===== src/rtl/kw_fetch_sequencer.sv =====
// ---------------------------------------------------------------------------
// kw_fetch_sequencer
//
// Walks through the kernel-weight ROMs one word at a time and hands each word
// to the conv engine. For every word it selects the filter (F) on the 8:1
// KW-select mux and the shared ROM address, pulses the ROM enable for one
// cycle, waits out the ROM read latency, captures the mux output into a
// register and then offers it to the engine with a valid/ready handshake.
// Filters are visited in order 0..nfilt_m1 and, inside each filter, words in
// order 0..nword_m1.
//
// Parameters
//   KW_W     width of one kernel-weight word
//   ADDR_W   ROM address width
//   ROM_LAT  cycles from rom_en to valid data at the mux output (>= 1)
//
// Ports
//   clk           clock, everything on the rising edge
//   rst_n         synchronous active-low reset
//   start         pulse from the layer controller, only honoured when idle
//   cfg_nfilt_m1  number of filters minus one, latched at start
//   cfg_nword_m1  words per filter minus one, latched at start
//   rom_kw_in     KW-select mux output
//   F             filter select to the KW-select mux / ROM bank
//   rom_addr      address shared by all ROMs
//   rom_en        ROM read enable, high only in the fetch cycle
//   kw_data       registered weight word to the engine
//   kw_valid      kw_data is valid
//   kw_ready      engine accepts kw_data
//   kw_last       with kw_valid: last word of the current filter
//   busy          high whenever a run is in progress
//   done          one-cycle pulse when the run completes
// ---------------------------------------------------------------------------
module kw_fetch_sequencer #(
  parameter int KW_W    = 384,
  parameter int ADDR_W  = 6,
  parameter int ROM_LAT = 1
) (
  input  logic              clk,
  input  logic              rst_n,
  input  logic              start,
  input  logic [2:0]        cfg_nfilt_m1,
  input  logic [ADDR_W-1:0] cfg_nword_m1,
  input  logic [KW_W-1:0]   rom_kw_in,
  output logic [2:0]        F,
  output logic [ADDR_W-1:0] rom_addr,
  output logic              rom_en,
  output logic [KW_W-1:0]   kw_data,
  output logic              kw_valid,
  input  logic              kw_ready,
  output logic              kw_last,
  output logic              busy,
  output logic              done
);

  localparam int CNT_W = $clog2(ROM_LAT + 1);
  localparam logic [CNT_W-1:0] LAT_LOAD = CNT_W'(ROM_LAT);
  localparam logic [CNT_W-1:0] LAT_LAST = CNT_W'(1);

  typedef enum logic [2:0] {
    IDLE  = 3'd0,
    FETCH = 3'd1,
    WAIT  = 3'd2,
    HOLD  = 3'd3,
    DONE  = 3'd4
  } state_t;

  state_t            state_q,   state_d;
  logic [2:0]        filtSel_q, filtSel_d;
  logic [ADDR_W-1:0] romAddr_q, romAddr_d;
  logic [2:0]        nfiltM1_q, nfiltM1_d;
  logic [ADDR_W-1:0] nwordM1_q, nwordM1_d;
  logic [CNT_W-1:0]  waitCnt_q, waitCnt_d;
  logic [KW_W-1:0]   kwData_q,  kwData_d;
  logic              lastWord;

  // The word currently held is the final one of its filter once the address
  // has reached the latched words-per-filter limit.
  assign lastWord = (romAddr_q == nwordM1_q);

  // Next-state logic. Everything defaults to holding its value so that a
  // stalled HOLD keeps data, filter and address perfectly still. The filter
  // and address only ever move on an accepted beat or when the run ends, so
  // the mux path is stable from the fetch cycle up to the capture edge.
  // Configuration is copied only when a start is taken in IDLE, which makes
  // mid-run cfg changes and stray start pulses harmless.
  always_comb begin
    state_d   = state_q;
    filtSel_d = filtSel_q;
    romAddr_d = romAddr_q;
    nfiltM1_d = nfiltM1_q;
    nwordM1_d = nwordM1_q;
    waitCnt_d = waitCnt_q;
    kwData_d  = kwData_q;

    case (state_q)
      IDLE: begin
        filtSel_d = 3'd0;
        romAddr_d = '0;
        if (start) begin
          nfiltM1_d = cfg_nfilt_m1;
          nwordM1_d = cfg_nword_m1;
          state_d   = FETCH;
        end
      end

      FETCH: begin
        waitCnt_d = LAT_LOAD;
        state_d   = WAIT;
      end

      WAIT: begin
        waitCnt_d = waitCnt_q - 1'b1;
        if (waitCnt_q == LAT_LAST) begin
          kwData_d = rom_kw_in;
          state_d  = HOLD;
        end
      end

      HOLD: begin
        if (kw_ready) begin
          if (!lastWord) begin
            romAddr_d = romAddr_q + 1'b1;
            state_d   = FETCH;
          end else if (filtSel_q < nfiltM1_q) begin
            filtSel_d = filtSel_q + 3'd1;
            romAddr_d = '0;
            state_d   = FETCH;
          end else begin
            state_d = DONE;
          end
        end
      end

      DONE: begin
        filtSel_d = 3'd0;
        romAddr_d = '0;
        state_d   = IDLE;
      end

      default: begin
        state_d = IDLE;
      end
    endcase
  end

  // State and datapath registers. Reset is synchronous and wins over any
  // transition, so a reset in the middle of a run drops straight to IDLE
  // with every register cleared.
  always_ff @(posedge clk) begin
    if (!rst_n) begin
      state_q   <= IDLE;
      filtSel_q <= 3'd0;
      romAddr_q <= '0;
      nfiltM1_q <= 3'd0;
      nwordM1_q <= '0;
      waitCnt_q <= '0;
      kwData_q  <= '0;
    end else begin
      state_q   <= state_d;
      filtSel_q <= filtSel_d;
      romAddr_q <= romAddr_d;
      nfiltM1_q <= nfiltM1_d;
      nwordM1_q <= nwordM1_d;
      waitCnt_q <= waitCnt_d;
      kwData_q  <= kwData_d;
    end
  end

  // All control outputs are decoded from the registered state only, so they
  // are glitch-free and take their reset values the cycle after reset.
  assign F        = filtSel_q;
  assign rom_addr = romAddr_q;
  assign kw_data  = kwData_q;
  assign rom_en   = (state_q == FETCH);
  assign kw_valid = (state_q == HOLD);
  assign kw_last  = (state_q == HOLD) && lastWord;
  assign busy     = (state_q != IDLE);
  assign done     = (state_q == DONE);

endmodule


===== config.mk =====
export PLATFORM = sky130hd
export DESIGN_NAME = kw_fetch_sequencer
export DESIGN_NICKNAME = d
export VERILOG_FILES = /design/src/rtl/kw_fetch_sequencer.sv
export SDC_FILE = /design/constraint.sdc
export NUM_CORES = 1
export LEC_CHECK = 0
export ABC_AREA = 1
export ABC_CLOCK_PERIOD_IN_PS = 2000
export BUFFER_PORTS_ARGS = -buffer_cell sky130_fd_sc_hd__buf_2
export CAP_MARGIN = 15
export CORE_AREA = 10 10 299 301
export CTS_BUF_LIST = sky130_fd_sc_hd__clkbuf_16
export DETAILED_ROUTE_END_ITERATION = 7
export DIE_AREA = 0 0 309 311
export MAX_ROUTING_LAYER = met4
export SLEW_MARGIN = 20
export SYNTH_ARGS = -nofsm -noshare
export SYNTH_HDL_FRONTEND = slang
export SYNTH_SLANG_ARGS = --single-unit

===== constraint.sdc =====
create_clock -name clk -period 2 [get_ports clk]
set_input_delay 0.2 -clock clk [delete_from_list [all_inputs] [get_ports clk]]
set_output_delay 0.2 -clock clk [all_outputs]
set_load 0.005 [all_outputs]

==> metrics.yaml <==
worst_setup_path:
  critPathRequiredTime_ps: 1800
  crit_type: "register to primary output"
  critPathBufInv: 2
  cpPeakStageDelay_ps: 350
  cp_max_fo: 4
  cpMostUsedCell: "nand2_1"
  path_cells: "inv_1 -> nand2_1 -> nand2_1 -> nor2_2 -> nand3_4 -> nor4_4 -> buf_2"
  cp.arrival_ps: 1680
  endpoint_kind: "primary output"
  crit_family: "simple AND/OR/NAND/NOR gates"
  start_kind: "register"
  crit_path_top_delay_cell: "dfxtp_2"
layout:
  multi_input_area_sq_um: 5540
  finish.net_count: 3433
  seqCellArea_sq_um: 8140
  mostFrequentLayoutCells: "buf_2 (793), nor2_1 (786), dfxtp_1 (400)"
  fin_util_pct: 30.2
  num-fill-cells: 8656
  area.growth.synth_to_final_pct: 73.6
  layout_commonest_cell: "buf_2"
  instances_no_fill: 4157
  drive_above_1_share_pct: 30.8
die:
  die-area_sq_um: 96100
  die_h_um: 311
  core_sq_um: 83300
  io_pins: 795
  row_count: 106
  die_w_um: 309
  start_util_pct: 17.4
grt:
  grt_pass1_vias: 17300
  use_met3_pct: 3.68
  use_met2_pct: 21.9
  antenna_found_initial: 10
  grt_pass1_wl_um: 98000
  grt_usage_pct: 13.0
  met1_usage_pct: 13.8
  top_usage_layer: "met2"
  grt_overflow: 0
  grt_max_degree: 109
placed_design:
  gp_congestion: 0.938
  dp.cells: 3666
  port_buffers: 794
  hpwl_um: 45300
cts:
  clkLatencyLatePin_ps: 570
  cts_buffer_depth: 3
  htree_levels: 2
  clkTransAtPathRegs_ps: 60
  clock-sinks: 406
  cts_root_buffer: "clkbuf_16"
  tritoncts: "yes"
  cts_made_buffers: 45
route:
  drtAntennaViolNets: 0
  dr.pass1.iters: 8
  drt-initial-drc-count: 1413
  avgViaCountPerCell: 4.13
  wire_per_inst_um: 15.8
  drc: 0
  via_count: 17200
  routed_wl_um: 65800
run:
  maxCapViolCount: 0
synth:
  yosys_most_used_dff: "dfxtp_1"
  ys_seq_area_share_pct: 56.2
  yosysTopAreaCell: "dfxtp_1"
  yosysTopAreaCellShare_pct: 56.2
  syn_avg_cell_area_sq_um: 7.76
  syn-instance-count: 1865
  synth_area_leaders: "dfxtp_1 (56%), nor2_1 (20%), o21ai_0 (13%)"
  async_flop_share_pct: 0
  synth_cell_types: 26
  synth_edf_count: 0
  syn_nets: 2266
  netlist_area_sq_um: 14500
  yosysWarnings: 0
  synth-seq-cells: 406
power:
  power_leakage_nw: 12.8
  powerDensity_nw_per_um2: 903
  vdd_ir_drop_max_uv: 586
sta:
  min_period_ps: 1880
  worst_slew_pin_slew_ps: 484
  max_freq_mhz: 531
  finClkSkew_ps: 17.2
  slew_violations: 0
  rsz0062_at_grt: "yes"
  setup_viol: 0
  fin_crit_sh_pct: 94.1
  maxSlewHeadroom_pct: 67.7
  hold_viol: 0
  holdWs_ps: 138
worst_hold_path:
  min_path_type: "input port to register"
run_status:
  outcome: "finished clean"
## power by group
part	total (mW)	leakage, nW	switching (mW)	internal [mW]
Combinational	5.17	8.83	2.79	2.38
Sequential	9.74	3.28	0.560	9.18
Clock	7.78	0.706	3.43	4.35
Total	22.7	12.8	6.78	15.9
## cell usage after synthesis, types with 6 or more instances
cell type / number
nor2_1: 788
dfxtp_1: 406
o21ai_0: 385
buf_2: 66
clkbuf_1: 48
nand2_1: 48
inv_1: 34
nand3_1: 17
a21oi_1: 13
buf_6: 12
o21ai_1: 10
nand3_2: 7
buf_4: 6
## kinds of logic after synthesis
kind of cell	after synthesis	share of synthesized area [%]
AND/OR/NAND/NOR	872	23.4
AO/OA/AOI/OAI	410	14.2
flip-flops	406	56.2
buffers and inverters	171	5.78
adder cells (fa/ha/maj)	4	0.346
XOR/XNOR	2	0.121
## state kept, by name, indices dropped and copies added (netlist names)
signal     cells
nwordM1_q      6
state_q        3
nfiltM1_q      3
kw_data      384
rom_addr       6
waitCnt_q      1
F              3
## worst paths after layout
kind / start / end / slack (ps) / cells after the start
setup reg to reg: state_q[1] / kw_data[323] / 120 / 8
setup / recovery: rom_addr[3] / kw_last / 120 / 7
hold reg to reg: nfiltM1_q[0] / nfiltM1_q[0] / 460 / 2
hold / removal: start / state_q[2] / 140 / 7
## layer usage
| metal | routed length [um] | part of all wire (%) | up-vias |
|---|---|---|---|
| li1 | - | - | 8309 |
| met1 | 24800 | 38 | 7866 |
| met2 | 32200 | 49 | 803 |
| met3 | 5660 | 8.6 | 189 |
| met4 | 3160 | 4.8 | 0 |
| met5 | 0 | 0 | - |
## tightest hold or removal path, stage by stage
cell      delay, ps
buf_2           120
inv_1            50
nand2_1          50
nand3_1          90
inv_1            60
nand3b_1         70
inv_1            30
## cell type report
| class | instances | area share (%) |
|---|---|---|
| timing repair buffer | 1253 | 34.1 |
| sequential | 406 | 32.4 |
| multi-input combinational | 1288 | 22.1 |
| tap | 1080 | 5.38 |
| clock buffer | 47 | 4.68 |
| clock inverter | 34 | 0.697 |
| inverter | 38 | 0.598 |
| antenna | 11 | 0.110 |
## stage by stage
stage	setup slack (ps)	TNS (ps)	total power, mW	cell area, sq um
2_1_floorplan	585	0	12.0	14500
3_3_place_gp	296	0	14.3	19700
3_5_place_dp	241	0	14.3	19700
4_1_cts	1.45	0	22.9	25100
5_1_grt	-80.6	-92.0	24.0	25100
6_report	118	0	22.7	25100
## repair_timing
| item | in CTS | in global routing |
|---|---|---|
| hold endpoints to repair | 395 | 0 |
| pin swaps | 3 | 0 |
| resized for setup | 10 | 2 |
| endpoints found under the setup margin | 1 | 2 |
| hold buffers | 396 | 0 |
| setup buffers | 3 | 0 |
(Power assumes the default switching activity.)
